--- config.mk ---
export PLATFORM = sky130hd
export DESIGN_NAME = memoria_cache
export DESIGN_NICKNAME = d
export VERILOG_FILES = /design/src/rtl/memoria_cache.sv
export SDC_FILE = /design/constraint.sdc
export NUM_CORES = 1
export LEC_CHECK = 0
export ABC_AREA = 1
export CAP_MARGIN = 5
export CORE_UTILIZATION = 40
export CTS_BUF_LIST = sky130_fd_sc_hd__clkbuf_2 sky130_fd_sc_hd__clkbuf_4 sky130_fd_sc_hd__clkbuf_8
export DETAILED_ROUTE_END_ITERATION = 12
export PLACE_DENSITY_LB_ADDON = 0.12
export SYNTH_ARGS = -nofsm -noshare
export SYNTH_HDL_FRONTEND = slang
export SYNTH_SLANG_ARGS = --single-unit
--- constraint.sdc ---
create_clock -name clock -period 6.4 [get_ports clock]
set_input_delay 0.96 -clock clock [delete_from_list [all_inputs] [get_ports clock]]
set_output_delay 0.96 -clock clock [all_outputs]
set_load 0.05 [all_outputs]
--- src/rtl/memoria_cache.sv ---
// 2-way set-associative write-back cache (4 sets) with a 32 x 3-bit backing memory.
// A miss walks COMPARE -> [WRITEBACK ->] ALLOCATE and then hits on the re-evaluated request.
module memoria_cache (
    input  logic       clock,
    input  logic       resetn,
    input  logic       wren,
    input  logic [2:0] data,
    input  logic [4:0] address,
    output logic       hit,
    output logic       valid,
    output logic       LRU,
    output logic       dirty,
    output logic       writeBack,
    output logic [2:0] tag,
    output logic [2:0] dadoParaCPU
);

    typedef enum logic [1:0] {COMPARE, WRITEBACK, ALLOCATE} state_t;

    state_t     state;
    state_t     state_next;

    // Line storage indexed [way][set]; lru[set] names the next victim way.
    logic       line_v   [0:1][0:3];
    logic       line_d   [0:1][0:3];
    logic [2:0] line_t   [0:1][0:3];
    logic [2:0] line_dat [0:1][0:3];
    logic       lru      [0:3];
    logic [2:0] mem      [0:31];

    logic [4:0] lat_addr;
    logic       vic_way;

    logic [1:0] idx;
    logic [2:0] atag;
    logic [1:0] lidx;
    logic       hit0;
    logic       hit1;
    logic       is_hit;
    logic       hit_way;
    logic       miss_way;
    logic       vic_dirty;

    always_comb begin
        idx       = address[1:0];
        atag      = address[4:2];
        lidx      = lat_addr[1:0];
        hit0      = line_v[0][idx] && (line_t[0][idx] == atag);
        hit1      = line_v[1][idx] && (line_t[1][idx] == atag);
        is_hit    = hit0 || hit1;
        hit_way   = !hit0;
        miss_way  = !line_v[0][idx] ? 1'b0 :
                    !line_v[1][idx] ? 1'b1 : lru[idx];
        vic_dirty = line_v[miss_way][idx] && line_d[miss_way][idx];
    end

    always_comb begin
        state_next = state;
        case (state)
            COMPARE: begin
                if (!is_hit) begin
                    state_next = vic_dirty ? WRITEBACK : ALLOCATE;
                end
            end
            WRITEBACK: state_next = ALLOCATE;
            ALLOCATE:  state_next = COMPARE;
            default:   state_next = COMPARE;
        endcase
    end

    always_ff @(posedge clock) begin
        if (!resetn) begin
            state <= COMPARE;
        end else begin
            state <= state_next;
        end
    end

    always_ff @(posedge clock) begin
        if (!resetn) begin
            for (int unsigned i = 0; i < 32; i++) begin
                mem[i[4:0]] <= i[2:0];
            end
            for (int unsigned s = 0; s < 4; s++) begin
                line_v[0][s[1:0]]   <= 1'b0;
                line_v[1][s[1:0]]   <= 1'b0;
                line_d[0][s[1:0]]   <= 1'b0;
                line_d[1][s[1:0]]   <= 1'b0;
                line_t[0][s[1:0]]   <= '0;
                line_t[1][s[1:0]]   <= '0;
                line_dat[0][s[1:0]] <= '0;
                line_dat[1][s[1:0]] <= '0;
                lru[s[1:0]]         <= 1'b0;
            end
            lat_addr    <= '0;
            vic_way     <= 1'b0;
            hit         <= 1'b0;
            valid       <= 1'b0;
            LRU         <= 1'b0;
            dirty       <= 1'b0;
            writeBack   <= 1'b0;
            tag         <= '0;
            dadoParaCPU <= '0;
        end else begin
            case (state)
                COMPARE: begin
                    if (is_hit) begin
                        if (wren) begin
                            line_dat[hit_way][idx] <= data;
                            line_d[hit_way][idx]   <= 1'b1;
                            dadoParaCPU            <= data;
                            dirty                  <= 1'b1;
                        end else begin
                            dadoParaCPU <= line_dat[hit_way][idx];
                            dirty       <= line_d[hit_way][idx];
                        end
                        lru[idx]  <= hit0;
                        LRU       <= hit0;
                        hit       <= 1'b1;
                        valid     <= 1'b1;
                        writeBack <= 1'b0;
                        tag       <= atag;
                    end else begin
                        lat_addr  <= address;
                        vic_way   <= miss_way;
                        hit       <= 1'b0;
                        valid     <= line_v[miss_way][idx];
                        dirty     <= line_d[miss_way][idx];
                        tag       <= line_t[miss_way][idx];
                        LRU       <= lru[idx];
                        writeBack <= vic_dirty;
                    end
                end
                WRITEBACK: begin
                    mem[{line_t[vic_way][lidx], lidx}] <= line_dat[vic_way][lidx];
                    line_d[vic_way][lidx] <= 1'b0;
                    dirty                 <= 1'b0;
                    writeBack             <= 1'b1;
                end
                ALLOCATE: begin
                    line_dat[vic_way][lidx] <= mem[lat_addr];
                    line_t[vic_way][lidx]   <= lat_addr[4:2];
                    line_v[vic_way][lidx]   <= 1'b1;
                    line_d[vic_way][lidx]   <= 1'b0;
                    writeBack               <= 1'b0;
                    hit                     <= 1'b0;
                end
                default: begin
                    hit <= 1'b0;
                end
            endcase
        end
    end

endmodule

; ---- Word-level counts from Yosys, hierarchy flattened
; Memory sizes are Yosys's and may differ from the RTL's. A register that Yosys moved wholly into a read port is not among the register bits.
; Index checks and enable logic that the tools add are counted.
[op_classes]
mul = 0
order_cmp = 4
n_shift = 0
n_reduce_logical = 20
n_bitwise = 7
div_mod_pow = 0
n_eq_ne = 5
addsub = 0
muxes = 109
[op_table]
columns = cell, n
row1 = 2-to-1 mux 12 bit, 8
row2 = 2-to-1 mux 3 bit, 17
row3 = 2-to-1 mux 1 bit, 50
row4 = binary-select mux 3 bit (select 2 bit), 6
row5 = 2-to-1 mux 4 bit, 9
row6 = OR reduction 12 bit, 3
row7 = 2-to-1 mux 5 bit, 3
row8 = demux 3 bit (select 2 bit), 2
row9 = OR reduction 4 bit, 3
row10 = binary-select mux 1 bit (select 2 bit), 5
row11 = == test 3 bit, 2
row12 = greater-or-equal comparator 3 bit (second input constant), 2
row13 = less-than comparator 3 x 1 -> 1 bit (second input constant), 2
row14 = 2-to-1 mux 2 bit, 3
row15 = inverter 2 -> 3 bit, 2
row16 = logical AND 1 bit, 5
row17 = demux 1 bit (select 2 bit), 2
row18 = OR 1 bit, 4
row19 = case mux 1 bit (2 select lines), 2
row20 = case mux 2 bit (2 select lines), 1
row21 = AND reduction 2 bit, 2
row22 = case mux 1 bit (3 select lines), 1
row23 = nonzero test 3 bit, 1
row24 = OR reduction 3 bit, 1
row25 = other kinds (9), 9
[word_totals]
register_bits = 19
in_bits = 11
romBits = 0
n_memories = 6
latchBits = 0
word_cells = 161
output_inout_bits = 11
mem_bits_rw = 164
[mem_list]
columns = name, words, word_bits, read_ports, rd_ports_with_merged_regs, wr, line
row1 = mem, 32, 3, 1, 1, 32, 29  ; logic [2:0] mem [0:31];
row2 = line_dat, 2, 12, 2, 1, 2, 27  ; logic [2:0] line_dat [0:1][0:3];
row3 = line_t, 2, 12, 4, 1, 2, 26  ; logic [2:0] line_t [0:1][0:3];
row4 = line_d, 2, 4, 2, 0, 2, 25  ; logic line_d [0:1][0:3];
row5 = line_v, 2, 4, 3, 0, 2, 24  ; logic line_v [0:1][0:3];
row6 = lru, 4, 1, 1, 0, 4, 28  ; logic lru [0:3];

; ---- Depth between registers and ports, before layout
; Gate-level depths: netlist of run 1.
[depth]
ltp_word = 14
ltp_mapped = 18
mapped_depth_nobuf = 17

; ---- Least setup slack after synthesis of run 1
; OpenSTA, ideal clock, no wires.
[synth_timing]
path_kind = input-to-reg
startpoint = in address[0]
endpoint = mem line_dat[1][0] in the netlist's numbering (enable)
path_buffers = 1
path_stages = 14
arrival_ns = 2.432
setup_slack_ns = 3.665
setup_ns = 0.302
required_ns = 6.098
cell_sequence = buf_6 nor2_4 nand2_1 nand4_2 nand2_1 nor2_2 nand2_2 nand2_8 nand2_4 nor2_8 nand2_4 o22ai_4 nand2_2 nand2_1
[synth_rtl]
columns = element, line
row1 = start: declaration, 8  ; input logic [4:0] address,
row2 = end: declaration, 27

==> results of run 1 <==
-- registers in the layout, indices dropped and copies added (netlist names), 2 cells and up, named ones only --
register,flops
dadoParaCPU,3
lat_addr,5
line_d,8
line_dat,24
line_t,24
line_v,8
lru,4
mem,96
state,2
tag,3
-- final timing paths --
check                   end  slack [ns]  cells past startpoint
max          line_dat[1][1]        2.32                     17
min            line_v[0][3]        0.46                      2
max reg2reg      mem[27][2]        2.59                      8
min reg2reg    line_v[0][3]        0.46                      2
-- critical path: stages --
cell and delay (ns):
sky130_fd_sc_hd__clkdlybuf4s50_1 1.12, sky130_fd_sc_hd__inv_1 0.44, sky130_fd_sc_hd__nand2_1 0.15, sky130_fd_sc_hd__nand2_1 0.06
sky130_fd_sc_hd__nand2_1 0.09, sky130_fd_sc_hd__nand2_1 0.07, sky130_fd_sc_hd__nand2_1 0.06, sky130_fd_sc_hd__nand2_1 0.06
sky130_fd_sc_hd__nor2_1 0.11, sky130_fd_sc_hd__nand2_2 0.22, sky130_fd_sc_hd__nand2_8 0.16, sky130_fd_sc_hd__nand2_4 0.10
sky130_fd_sc_hd__nor2_8 0.19, sky130_fd_sc_hd__nand2_4 0.08, sky130_fd_sc_hd__o22ai_4 0.13, sky130_fd_sc_hd__nand2_2 0.10
sky130_fd_sc_hd__nand2_1 0.14
-- cells in the mapped netlist, types with 2 or more instances --
| cell type | n | share of area |
|---|---|---|
| sky130_fd_sc_hd__nand2_1 | 270 | 0.11 |
| sky130_fd_sc_hd__nor2_1 | 236 | 0.092 |
| sky130_fd_sc_hd__edfxtp_1 | 145 | 0.45 |
| sky130_fd_sc_hd__o21ai_0 | 118 | 0.061 |
| sky130_fd_sc_hd__inv_1 | 88 | 0.034 |
| sky130_fd_sc_hd__dfxtp_1 | 44 | 0.092 |
| sky130_fd_sc_hd__clkbuf_1 | 36 | 0.014 |
| sky130_fd_sc_hd__nand3_1 | 32 | 0.017 |
| sky130_fd_sc_hd__a21oi_1 | 25 | 0.013 |
| sky130_fd_sc_hd__o22ai_1 | 25 | 0.016 |
| sky130_fd_sc_hd__nand4_1 | 11 | 0.0072 |
| sky130_fd_sc_hd__nand2_2 | 10 | 0.0065 |
| sky130_fd_sc_hd__nand3_2 | 6 | 0.0062 |
| sky130_fd_sc_hd__o211ai_1 | 6 | 0.0047 |
| sky130_fd_sc_hd__buf_6 | 5 | 0.0059 |
| sky130_fd_sc_hd__a22o_1 | 4 | 0.0036 |
| sky130_fd_sc_hd__buf_2 | 4 | 0.0021 |
| sky130_fd_sc_hd__clkinv_1 | 4 | 0.0016 |
| sky130_fd_sc_hd__ha_1 | 4 | 0.0052 |
| sky130_fd_sc_hd__inv_2 | 4 | 0.0016 |
| sky130_fd_sc_hd__nand2_4 | 4 | 0.0047 |
| sky130_fd_sc_hd__nor2_2 | 4 | 0.0026 |
| sky130_fd_sc_hd__o21ai_2 | 4 | 0.0036 |
| sky130_fd_sc_hd__o21bai_1 | 4 | 0.0031 |
| sky130_fd_sc_hd__a211oi_1 | 3 | 0.0023 |
| sky130_fd_sc_hd__a221oi_1 | 3 | 0.0027 |
| sky130_fd_sc_hd__buf_1 | 3 | 0.0012 |
| sky130_fd_sc_hd__nor2_4 | 3 | 0.0035 |
| sky130_fd_sc_hd__o2111a_1 | 3 | 0.0035 |
| sky130_fd_sc_hd__o2111ai_1 | 3 | 0.0027 |
| sky130_fd_sc_hd__a22oi_1 | 2 | 0.0016 |
| sky130_fd_sc_hd__buf_4 | 2 | 0.0016 |
| sky130_fd_sc_hd__o21ai_1 | 2 | 0.0010 |
| sky130_fd_sc_hd__o221ai_1 | 2 | 0.0018 |
-- logic make-up (layout without fill, tap and decap cells) --
group	count (synthesis)	after routing	synth area share
buffers and inverters	149	155	0.0659
adder cells (fa/ha/maj)	4	4	0.00521
AO/OA/AOI/OAI	209	209	0.129
flip-flops	189	189	0.545
multiplexers	1	1	0.00117
AND/OR/NAND/NOR	583	583	0.254
-- metrics by stage --
| stage | instances | power, W | instance area, sq um |
|---|---|---|---|
| finish | 1460 | 0.00257 | 10400 |
| global route | 1460 | 0.00267 | 10400 |
| CTS | 1460 | 0.00258 | 10400 |
| detailed placement | 1428 | 0.00179 | 9990 |
| global placement | 1428 | 0.00180 | 9990 |
| floorplan | 1135 | 0.00166 | 9610 |
-- area by class of cell --
cell class / count / area (sq um) / share of cell area
well taps: 319 / 399 / 0.0384
inverters: 98 / 375 / 0.0362
clock inverters: 15 / 154 / 0.0148
flip-flops and latches: 189 / 5240 / 0.504
repair buffers: 25 / 235 / 0.0227
clock buffers: 17 / 234 / 0.0225
multi-input cells: 797 / 3750 / 0.361
-- power by group through the flow --
stage	clock network [W]	logic (W)	registers, W
2_1_floorplan	0	0.000254	0.00141
3_3_place_gp	0	0.000384	0.00141
3_5_place_dp	0	0.000382	0.00141
4_1_cts	0.000813	0.000384	0.00138
5_1_grt	0.000854	0.000423	0.00139
6_report	0.000799	0.000383	0.00139
-- routing by layer --
metal / part of all wire / global-route usage
met1: 0.47 / 0.321
met2: 0.46 / 0.348
met3: 0.054 / 0.0311
met4: 0.017 / 0.0693
met5: 0 / 0
==> load_flow_metrics.sql, run 1 <==
INSERT INTO impl_metrics (metric_group, metric, value, unit) VALUES
('power_and_ir_drop', 'share_comb_of_total_power', '0.149', ''),
('power_and_ir_drop', 'p_leak', '3.75', 'nW'),
('sta', 'final.period_utilization', '0.637', ''),
('sta', 'worst_slack', '2.32', 'ns'),
('finish', 'nets', '1143', ''),
('finish', 'final_util', '0.441', ''),
('sta', 'finalMaxSlewViolations', '0', ''),
('finish', 'mostFrequentLayoutCell', 'sky130_fd_sc_hd__nand2_1', ''),
('finish', 'share_of_cells_above_drive_strength_1', '0.0754', ''),
('synthesis', 'number_of_enable_type_register_cells_in_the_synthesized_netlist', '145', ''),
('sta', 'tightest_slew', '0.996', 'ns'),
('power_and_ir_drop', 'cell_internal_pwr', '0.00177', 'W'),
('die', 'dieHeight', '157', 'um'),
('power_and_ir_drop', 'worst_case_vdd_ir_drop', '0.128', 'mV'),
('power_and_ir_drop', 'share_of_power_burned_in_registers', '0.540', ''),
('route', 'routed-via-count', '7724', ''),
('die', 'effective_utilization_at_floorplan', '0.408', ''),
('clock_tree', 'cts_tree', 'done', ''),
('grt', 'first_global_vias', '7361', ''),
('die', 'die-area', '24700', 'sq um'),
('finish', 'leading_cell_types_in_the_layout_fill_and_taps_excluded', 'sky130_fd_sc_hd__nand2_1 (270), sky130_fd_sc_hd__nor2_1 (236), sky130_fd_sc_hd__edfxtp_1 (145)', ''),
('setup_path', 'data_required_time_of_the_critical_path', '6.59', 'ns'),
('setup_path', 'worstSetupPathType', 'in2reg', ''),
('run', 'maxCapViolations', '0', ''),
('setup_path', 'critPathLaunchType', 'input port', ''),
('placed_design', 'dp_worst_setup_slack', '1.85', 'ns'),
('setup_path', 'critical_path.endpoint_type', 'flop', ''),
('placed_design', 'gpl.final_weighted_congestion', '0.895', ''),
('sta', 'fin_worst_skew', '0.0136', 'ns'),
('grt', 'initial_antenna_violation_count', '0', ''),
('sta', 'whs', '0.457', 'ns'),
('synthesis', 'ys_seq_area_frac', '0.545', ''),
('sta', 'timing.final.crit_period', '4.08', 'ns'),
('clock_tree', 'holdBufCountCts', '0', ''),
('clock_tree', 'cts.sink_count', '189', ''),
('finish', 'area_delta_synth_final', '7.99', '%'),
('route', 'drt.antenna.violating_nets', '0', ''),
('clock_tree', 'cts_buffer_depth', '2', ''),
('route', 'post-route-drc-count', '0', ''),
('setup_path', 'worst_setup_path_startpoint', 'address[0]', ''),
('setup_path', 'cp_max_fo', '20', ''),
('setup_path', 'cp.arrival', '4.26', 'ns'),
('sta', 'max_slew_margin', '0.334', ''),
('sta', 'setup-tns-final', '0', 'ns'),
('clock_tree', 'clkSlewWorstSetupHoldPaths', '0.10', 'ns'),
('synthesis', 'postSynthRegisterBits', '189', ''),
('die', 'io-pin-count', '22', ''),
('clock_tree', 'h_tree_lvl_count', '4', ''),
('grt', 'track_usage', '0.223', ''),
('grt', 'globalRoute.totalOverflow', '0', ''),
('route', 'drtIter0Drc', '722', ''),
('sta', 'finalSetupViolCount', '0', ''),
('finish', 'final.fill_count', '2374', ''),
('die', 'core_area', '23500', 'sq um'),
('synthesis', 'synth_ff_type', 'sky130_fd_sc_hd__edfxtp_1', ''),
('clock_tree', 'buffers_inserted_by_post_cts_timing_repair', '0', ''),
('placed_design', 'io_buffer_count', '21', ''),
('worst_hold_path', 'hold_class', 'reg2reg', ''),
('power_and_ir_drop', 'power-per-cell-area', '247', 'nW/um^2'),
('status', 'status', 'finished, final reports clean', ''),
('clock_tree', 'post_cts.resized_instances', '0', ''),
('power_and_ir_drop', 'power.net_switching', '0.000801', 'W'),
('sta', 'grt_setup_unrepaired', 'no', ''),
('route', 'routed_wire_per_std_cell', '17.9', 'um'),
('sta', 'timing_hold_violations_final', '0', ''),
('synthesis', 'syn-instance-count', '1135', ''),
('grt', 'grt_max_degree', '64', ''),
('route', 'detail_route.wirelength', '26100', 'um'),
('synthesis', 'synth.yosys.warnings', '0', ''),
('worst_hold_path', 'hp-start', 'line_v[0][3]', ''),
('route', 'via_per_inst', '5.29', '');
(Power assumes the default switching activity.)
==> run 2, diff against run 1 <==
- clock period: 6.4 -> 3.65 ns (I/O delays scaled with it)
==> run 2 against run 1 <==
Total power grew 76%. Worst setup slack got worse by 1.5 ns. Clock skew grew 0.00062 ns. Register-to-register slack got worse by 1.8 ns. Non-clock buffer count is 16 higher. Worst hold slack worse by 0.011 ns.
==> load_flow_metrics.sql, run 2 (synthesis gave the netlist of run 1 again) <==
INSERT INTO impl_metrics (metric_group, metric, value, unit) VALUES
('route', 'routed_wire_per_std_cell', '17.5', 'um'),
('route', 'met3RoutedLength', '1260', 'um'),
('setup_path', 'critical_path.endpoint_type', 'flop', ''),
('grt', 'globalRoute.totalOverflow', '0', ''),
('sta', 'tightest_slew', '0.740', 'ns'),
('finish', 'nets', '1159', ''),
('route', 'top_signal_layer_used', 'met4', ''),
('grt', 'initial_antenna_violation_count', '0', ''),
('die', 'core_area', '23500', 'sq um'),
('sta', 'timing_hold_violations_final', '0', ''),
('power_and_ir_drop', 'power.net_switching', '0.00139', 'W'),
('sta', 'worst_slack', '0.787', 'ns'),
('power_and_ir_drop', 'p_leak', '3.83', 'nW'),
('sta', 'final.period_utilization', '0.784', ''),
('power_and_ir_drop', 'p_total', '0.00452', 'W'),
('clock_tree', 'h_tree_lvl_count', '4', ''),
('setup_path', 'cp_max_fo', '6', ''),
('route', 'detail_route.wirelength', '25900', 'um'),
('sta', 'max_freq', '349', 'MHz'),
('placed_design', 'hpwlAfterDp', '18500', 'um'),
('placed_design', 'dp_worst_setup_slack', '0.340', 'ns'),
('route', 'drt.antenna.violating_nets', '0', ''),
('placed_design', 'io_buffer_count', '21', ''),
('finish', 'flip_flop_count_of_the_largest_register_all_copies_and_words_added', '96', ''),
('power_and_ir_drop', 'worst_case_vdd_ir_drop', '0.202', 'mV'),
('route', 'via_per_inst', '5.20', ''),
('grt', 'grt_max_degree', '54', ''),
('sta', 'max_slew_margin', '0.506', ''),
('placed_design', 'gpl.final_weighted_congestion', '0.865', ''),
('route', 'drtIter0Drc', '725', ''),
('clock_tree', 'post_cts.resized_instances', '0', ''),
('sta', 'timing.final.crit_period', '2.86', 'ns'),
('clock_tree', 'cts_buffer_depth', '2', ''),
('power_and_ir_drop', 'cell_internal_pwr', '0.00313', 'W'),
('power_and_ir_drop', 'share_comb_of_total_power', '0.154', ''),
('die', 'dieHeight', '157', 'um'),
('route', 'post-route-drc-count', '0', ''),
('finish', 'final_util', '0.446', ''),
('clock_tree', 'cts.sink_count', '189', ''),
('power_and_ir_drop', 'power-per-cell-area', '430', 'nW/um^2'),
('finish', 'mostFrequentLayoutCell', 'sky130_fd_sc_hd__nand2_1', ''),
('route', 'drt_first_pass_iters', '5', ''),
('clock_tree', 'buffers_inserted_by_post_cts_timing_repair', '0', ''),
('grt', 'first_global_vias', '7237', ''),
('setup_path', 'worstSetupPathType', 'reg2reg', ''),
('grt', 'grt_pass1_wl', '40400', 'um'),
('route', 'met2WireLength', '11600', 'um'),
('finish', 'insertedDiodeCount', '0', ''),
('finish', 'final-seq-area', '5240', 'sq um'),
('clock_tree', 'holdBufCountCts', '0', ''),
('die', 'effective_utilization_at_floorplan', '0.408', ''),
('sta', 'finalSetupViolCount', '0', ''),
('setup_path', 'critPathLaunchType', 'flop', ''),
('clock_tree', 'cts_tree', 'done', ''),
('power_and_ir_drop', 'switching_share', '0.307', ''),
('finish', 'share_of_cells_above_drive_strength_1', '0.0864', ''),
('setup_path', 'data_required_time_of_the_critical_path', '3.78', 'ns'),
('finish', 'leading_cell_types_in_the_layout_fill_and_taps_excluded', 'sky130_fd_sc_hd__nand2_1 (270), sky130_fd_sc_hd__nor2_1 (236), sky130_fd_sc_hd__edfxtp_1 (145)', ''),
('status', 'status', 'finished, final reports clean', ''),
('clock_tree', 'clock-root-buffer', 'sky130_fd_sc_hd__clkbuf_8', ''),
('power_and_ir_drop', 'clock_power_share', '0.309', ''),
('worst_hold_path', 'hold_class', 'reg2reg', ''),
('sta', 'grt_setup_unrepaired', 'no', ''),
('clock_tree', 'clkSlewWorstSetupHoldPaths', '0.10', 'ns'),
('setup_path', 'cp.arrival', '3.00', 'ns'),
('route', 'met1_wl', '12500', 'um'),
('sta', 'fin_worst_skew', '0.0142', 'ns'),
('setup_path', 'cp_slowest_cell', 'sky130_fd_sc_hd__o21ai_0', ''),
('setup_path', 'cpPeakStageDelay', '0.43', 'ns'),
('die', 'die-area', '24700', 'sq um'),
('power_and_ir_drop', 'share_of_power_burned_in_registers', '0.537', ''),
('finish', 'final.fill_count', '2392', ''),
('die', 'die_x', '157', 'um'),
('die', 'floorplan.rows', '56', ''),
('run', 'maxCapViolations', '0', ''),
('grt', 'track_usage', '0.219', ''),
('finish', 'area_delta_synth_final', '9.27', '%'),
('sta', 'setup-tns-final', '0', 'ns'),
('die', 'io-pin-count', '22', ''),
('sta', 'finalMaxSlewViolations', '0', ''),
('finish', 'multi_input_comb_area', '3750', 'sq um'),
('clock_tree', 'numCtsBuffers', '17', ''),
('setup_path', 'crit_chain', 'inv_1, nor2_1, inv_1, nor2_1, o21ai_0, nand4_1, inv_1, nor2_1, nand2_1, o21ai_0', ''),
('clock_tree', 'worstSkewPairLatency', '0.48', 'ns'),
('route', 'routed-via-count', '7670', '');
==> run 2: cell count changes in the layout (fill, tap and decap cells not counted), sizes merged <==
cell / delta
buf: +16
clkinv: -2
clkbuf: +2
==> run 2: stage by stage <==
step,hold slack (ns),instances,area (sq um)
after CTS,0.448,1476,10500
after detailed placement,0.433,1444,10100
final,0.446,1476,10500
after global routing,0.483,1476,10500
after global placement,0.438,1444,10100
after floorplan,0.423,1135,9610
==> run 2: worst max-delay path: cells and delay by family, from the launching register on <==
family	cells	cell delay [ns]
flops	1	0.41
simple gates	5	1.14
compound gates	2	0.52
buf+inv	3	0.44
==> run 2: final cells by class <==
type                    instances  share of cell area
clock buffers                  19              0.0237
clock inverters                13              0.0126
inverters                      98              0.0357
multi-input cells             797               0.357
flip-flops and latches        189               0.498
well taps                     319              0.0380
repair buffers                 41              0.0350
==> run 2: final timing paths <==
path,startpoint,depth (start not counted),to,slack (ns)
min,line_v[0][1],2,line_v[0][1],0.45
min reg2reg,line_v[0][1],2,line_v[0][1],0.45
max reg2reg,lat_addr[0],10,mem[31][2],0.79
max,lat_addr[0],10,mem[31][2],0.79
==> run 2: power groups by stage <==
stage               sequential (W)  clock (W)  combinational (W)
global placement           0.00248          0           0.000693
CTS                        0.00243    0.00141           0.000697
finish                     0.00243    0.00139           0.000696
floorplan                  0.00247          0           0.000446
detailed placement         0.00248          0           0.000693
global route               0.00244    0.00149           0.000763
==> run 2: layer usage <==
| layer | GRT usage | vias up |
|---|---|---|
| met5 | 0 | - |
| met4 | 0.0693 | 0 |
| met3 | 0.0355 | 35 |
| met2 | 0.341 | 213 |
| met1 | 0.311 | 3625 |
| li1 | - | 3797 |
==> run 3, diff against run 2 <==
- clock period: 3.65 -> 2.55 ns (I/O delays scaled with it)
==> run 3 against run 2 <==
Global-route usage up 0.47 points. Non-clock buffer count increased by 68. Largest power group unchanged. Worst setup slack worse by 0.61 ns. Sequential power grew 43%. Combinational power grew 57%. Wire length is 1.6% higher. Sequential cell count did not move. Die area unchanged.
==> load_flow_metrics.sql, run 3 (synthesis gave the netlist of run 1 again) <==
INSERT INTO impl_metrics (metric_group, metric, value, unit) VALUES
('setup_path', 'ff2ff_setup_slack', '0.18', 'ns'),
('power_and_ir_drop', 'power-per-cell-area', '595', 'nW/um^2'),
('route', 'via_per_inst', '5.12', ''),
('placed_design', 'io_buffer_count', '21', ''),
('finish', 'mostFrequentLayoutCell', 'sky130_fd_sc_hd__nand2_1', ''),
('finish', 'share_of_cells_above_drive_strength_1', '0.135', ''),
('die', 'effective_utilization_at_floorplan', '0.408', ''),
('grt', 'first_global_vias', '7543', ''),
('clock_tree', 'clock-root-buffer', 'sky130_fd_sc_hd__clkbuf_8', ''),
('clock_tree', 'cts_buffer_depth', '2', ''),
('sta', 'timing.final.crit_period', '2.37', 'ns'),
('placed_design', 'hpwlAfterDp', '19200', 'um'),
('finish', 'flip_flop_count_of_the_largest_register_all_copies_and_words_added', '96', ''),
('setup_path', 'worstSetupPathType', 'reg2reg', ''),
('sta', 'fin_worst_skew', '0.0132', 'ns'),
('grt', 'initial_antenna_violation_count', '0', ''),
('finish', 'nets', '1227', ''),
('worst_hold_path', 'hold-path-endpoint', 'line_v[0][0]', ''),
('route', 'drt_first_pass_iters', '5', ''),
('clock_tree', 'cts.sink_count', '189', ''),
('grt', 'met2_usage', '0.354', ''),
('clock_tree', 'holdBufCountCts', '0', ''),
('clock_tree', 'buffers_inserted_by_post_cts_timing_repair', '0', ''),
('route', 'routed-via-count', '7901', ''),
('grt', 'track_usage', '0.224', ''),
('route', 'routed_wire_per_std_cell', '17.0', 'um'),
('setup_path', 'reg2reg_depth', '8', ''),
('setup_path', 'data_required_time_of_the_critical_path', '2.74', 'ns'),
('grt', 'grt_max_degree', '37', ''),
('status', 'status', 'finished, final reports clean', ''),
('clock_tree', 'h_tree_lvl_count', '4', ''),
('worst_hold_path', 'hold_class', 'reg2reg', ''),
('finish', 'final_cell_area', '11100', 'sq um'),
('finish', 'insertedDiodeCount', '0', ''),
('route', 'detail_route.wirelength', '26300', 'um'),
('setup_path', 'cp.arrival', '2.56', 'ns'),
('finish', 'area_delta_synth_final', '15.0', '%'),
('clock_tree', 'numCtsBuffers', '17', ''),
('grt', 'global_route.usage.met1', '0.316', ''),
('finish', 'multi_input_comb_area', '3750', 'sq um'),
('route', 'drt.antenna.violating_nets', '0', ''),
('die', 'floorplan.rows', '56', ''),
('die', 'die-area', '24700', 'sq um'),
('sta', 'tightest_slew', '0.631', 'ns'),
('setup_path', 'timing.rr.end', 'mem[14][2]', ''),
('power_and_ir_drop', 'p_leak', '4.18', 'nW'),
('sta', 'max_freq', '422', 'MHz'),
('die', 'dieHeight', '157', 'um'),
('finish', 'final-seq-area', '5240', 'sq um'),
('sta', 'final.period_utilization', '0.930', ''),
('clock_tree', 'cts_tree', 'done', ''),
('setup_path', 'critPathLaunchType', 'flop', ''),
('setup_path', 'critical_path.endpoint_type', 'flop', ''),
('sta', 'timing_hold_violations_final', '0', ''),
('die', 'core_area', '23500', 'sq um'),
('power_and_ir_drop', 'p_total', '0.00657', 'W'),
('grt', 'grt_max_usage_layer', 'met2', ''),
('grt', 'grt_pass1_wl', '41200', 'um'),
('finish', 'final.fill_count', '2380', ''),
('worst_hold_path', 'worstHoldPathCells', '2', ''),
('clock_tree', 'clkSlewWorstSetupHoldPaths', '0.10', 'ns'),
('run', 'maxCapViolations', '0', ''),
('clock_tree', 'worstSkewPairLatency', '0.47', 'ns'),
('sta', 'whs', '0.454', 'ns'),
('sta', 'max_slew_margin', '0.578', ''),
('die', 'io-pin-count', '22', ''),
('clock_tree', 'post_cts.resized_instances', '0', ''),
('grt', 'globalRoute.totalOverflow', '0', ''),
('worst_hold_path', 'hp-start', 'line_v[0][0]', ''),
('sta', 'finalSetupViolCount', '0', ''),
('sta', 'finalMaxSlewViolations', '0', ''),
('power_and_ir_drop', 'worst_case_vdd_ir_drop', '0.309', 'mV'),
('die', 'die_x', '157', 'um'),
('placed_design', 'gpl.final_weighted_congestion', '0.904', ''),
('grt', 'gr-usage-met3', '0.0363', ''),
('sta', 'grt_setup_unrepaired', 'yes', ''),
('finish', 'final-instance-count-excl-fill', '1543', ''),
('finish', 'leading_cell_types_in_the_layout_fill_and_taps_excluded', 'sky130_fd_sc_hd__nand2_1 (270), sky130_fd_sc_hd__nor2_1 (236), sky130_fd_sc_hd__edfxtp_1 (145)', ''),
('setup_path', 'cp_max_fo', '14', ''),
('route', 'post-route-drc-count', '0', ''),
('placed_design', 'post_dp_cell_area', '10700', 'sq um'),
('sta', 'setup-tns-final', '0', 'ns'),
('placed_design', 'dp_cells', '1512', ''),
('route', 'drtIter0Drc', '623', '');
-- run 3: worst max-delay path by stage --
stage	start	to	slack (ns)	cells past startpoint
6_report	flop	mem[14][2]	0.18	8
5_1_grt	lat_addr[1]	mem[29][2]	-0.06	13
4_1_cts	flop	mem[14][1]	0.19	8
3_5_place_dp	address[0]	line_dat[0][3]	-0.28	16
3_3_place_gp	address[0]	line_dat[0][4]	-0.19	16
2_1_floorplan	address[0]	line_dat[1][0]	0.39	14
-- run 3: per-stage QoR --
| step | utilization | worst slack (ns) |
|---|---|---|
| 2_1_floorplan | - | 0.393 |
| 3_3_place_gp | 0.453 | -0.194 |
| 3_5_place_dp | 0.453 | -0.275 |
| 4_1_cts | 0.470 | 0.188 |
| 5_1_grt | 0.470 | -0.0631 |
| 6_report | 0.470 | 0.178 |
-- run 3: per-layer routing --
metal  vias to the layer above  wire length (um)  part of all wire
met5                         -                 0                 0
met4                         0               336             0.013
met3                        27              1410             0.054
met2                       231             12100              0.46
met1                      3699             12400              0.47
li1                       3944                 -                 -
-- run 3: cell type report --
| cell class | count | area share |
|---|---|---|
| inverters | 98 | 0.0339 |
| clock buffers | 19 | 0.0225 |
| clock inverters | 12 | 0.0123 |
| well taps | 319 | 0.0361 |
| flip-flops and latches | 189 | 0.473 |
| multi-input cells | 797 | 0.339 |
| repair buffers | 109 | 0.0828 |
-- run 3: worst max-delay path, stage by stage (launching register included) --
cell	delay (ns)
sky130_fd_sc_hd__dfxtp_1	0.34
sky130_fd_sc_hd__clkinv_1	0.30
sky130_fd_sc_hd__o21ai_0	0.35
sky130_fd_sc_hd__nand4_1	0.20
sky130_fd_sc_hd__nor2_1	0.29
sky130_fd_sc_hd__nand2_1	0.21
sky130_fd_sc_hd__nor2_1	0.20
sky130_fd_sc_hd__inv_1	0.08
sky130_fd_sc_hd__nand2_1	0.13
-- run 3: power by group --
group	leakage (nW)	internal (W)	switching, W
logic	2.29	0.000328	0.000762
clock network	0.199	0.000900	0.00112
registers	1.69	0.00340	0.0000652
total	4.18	0.00463	0.00194
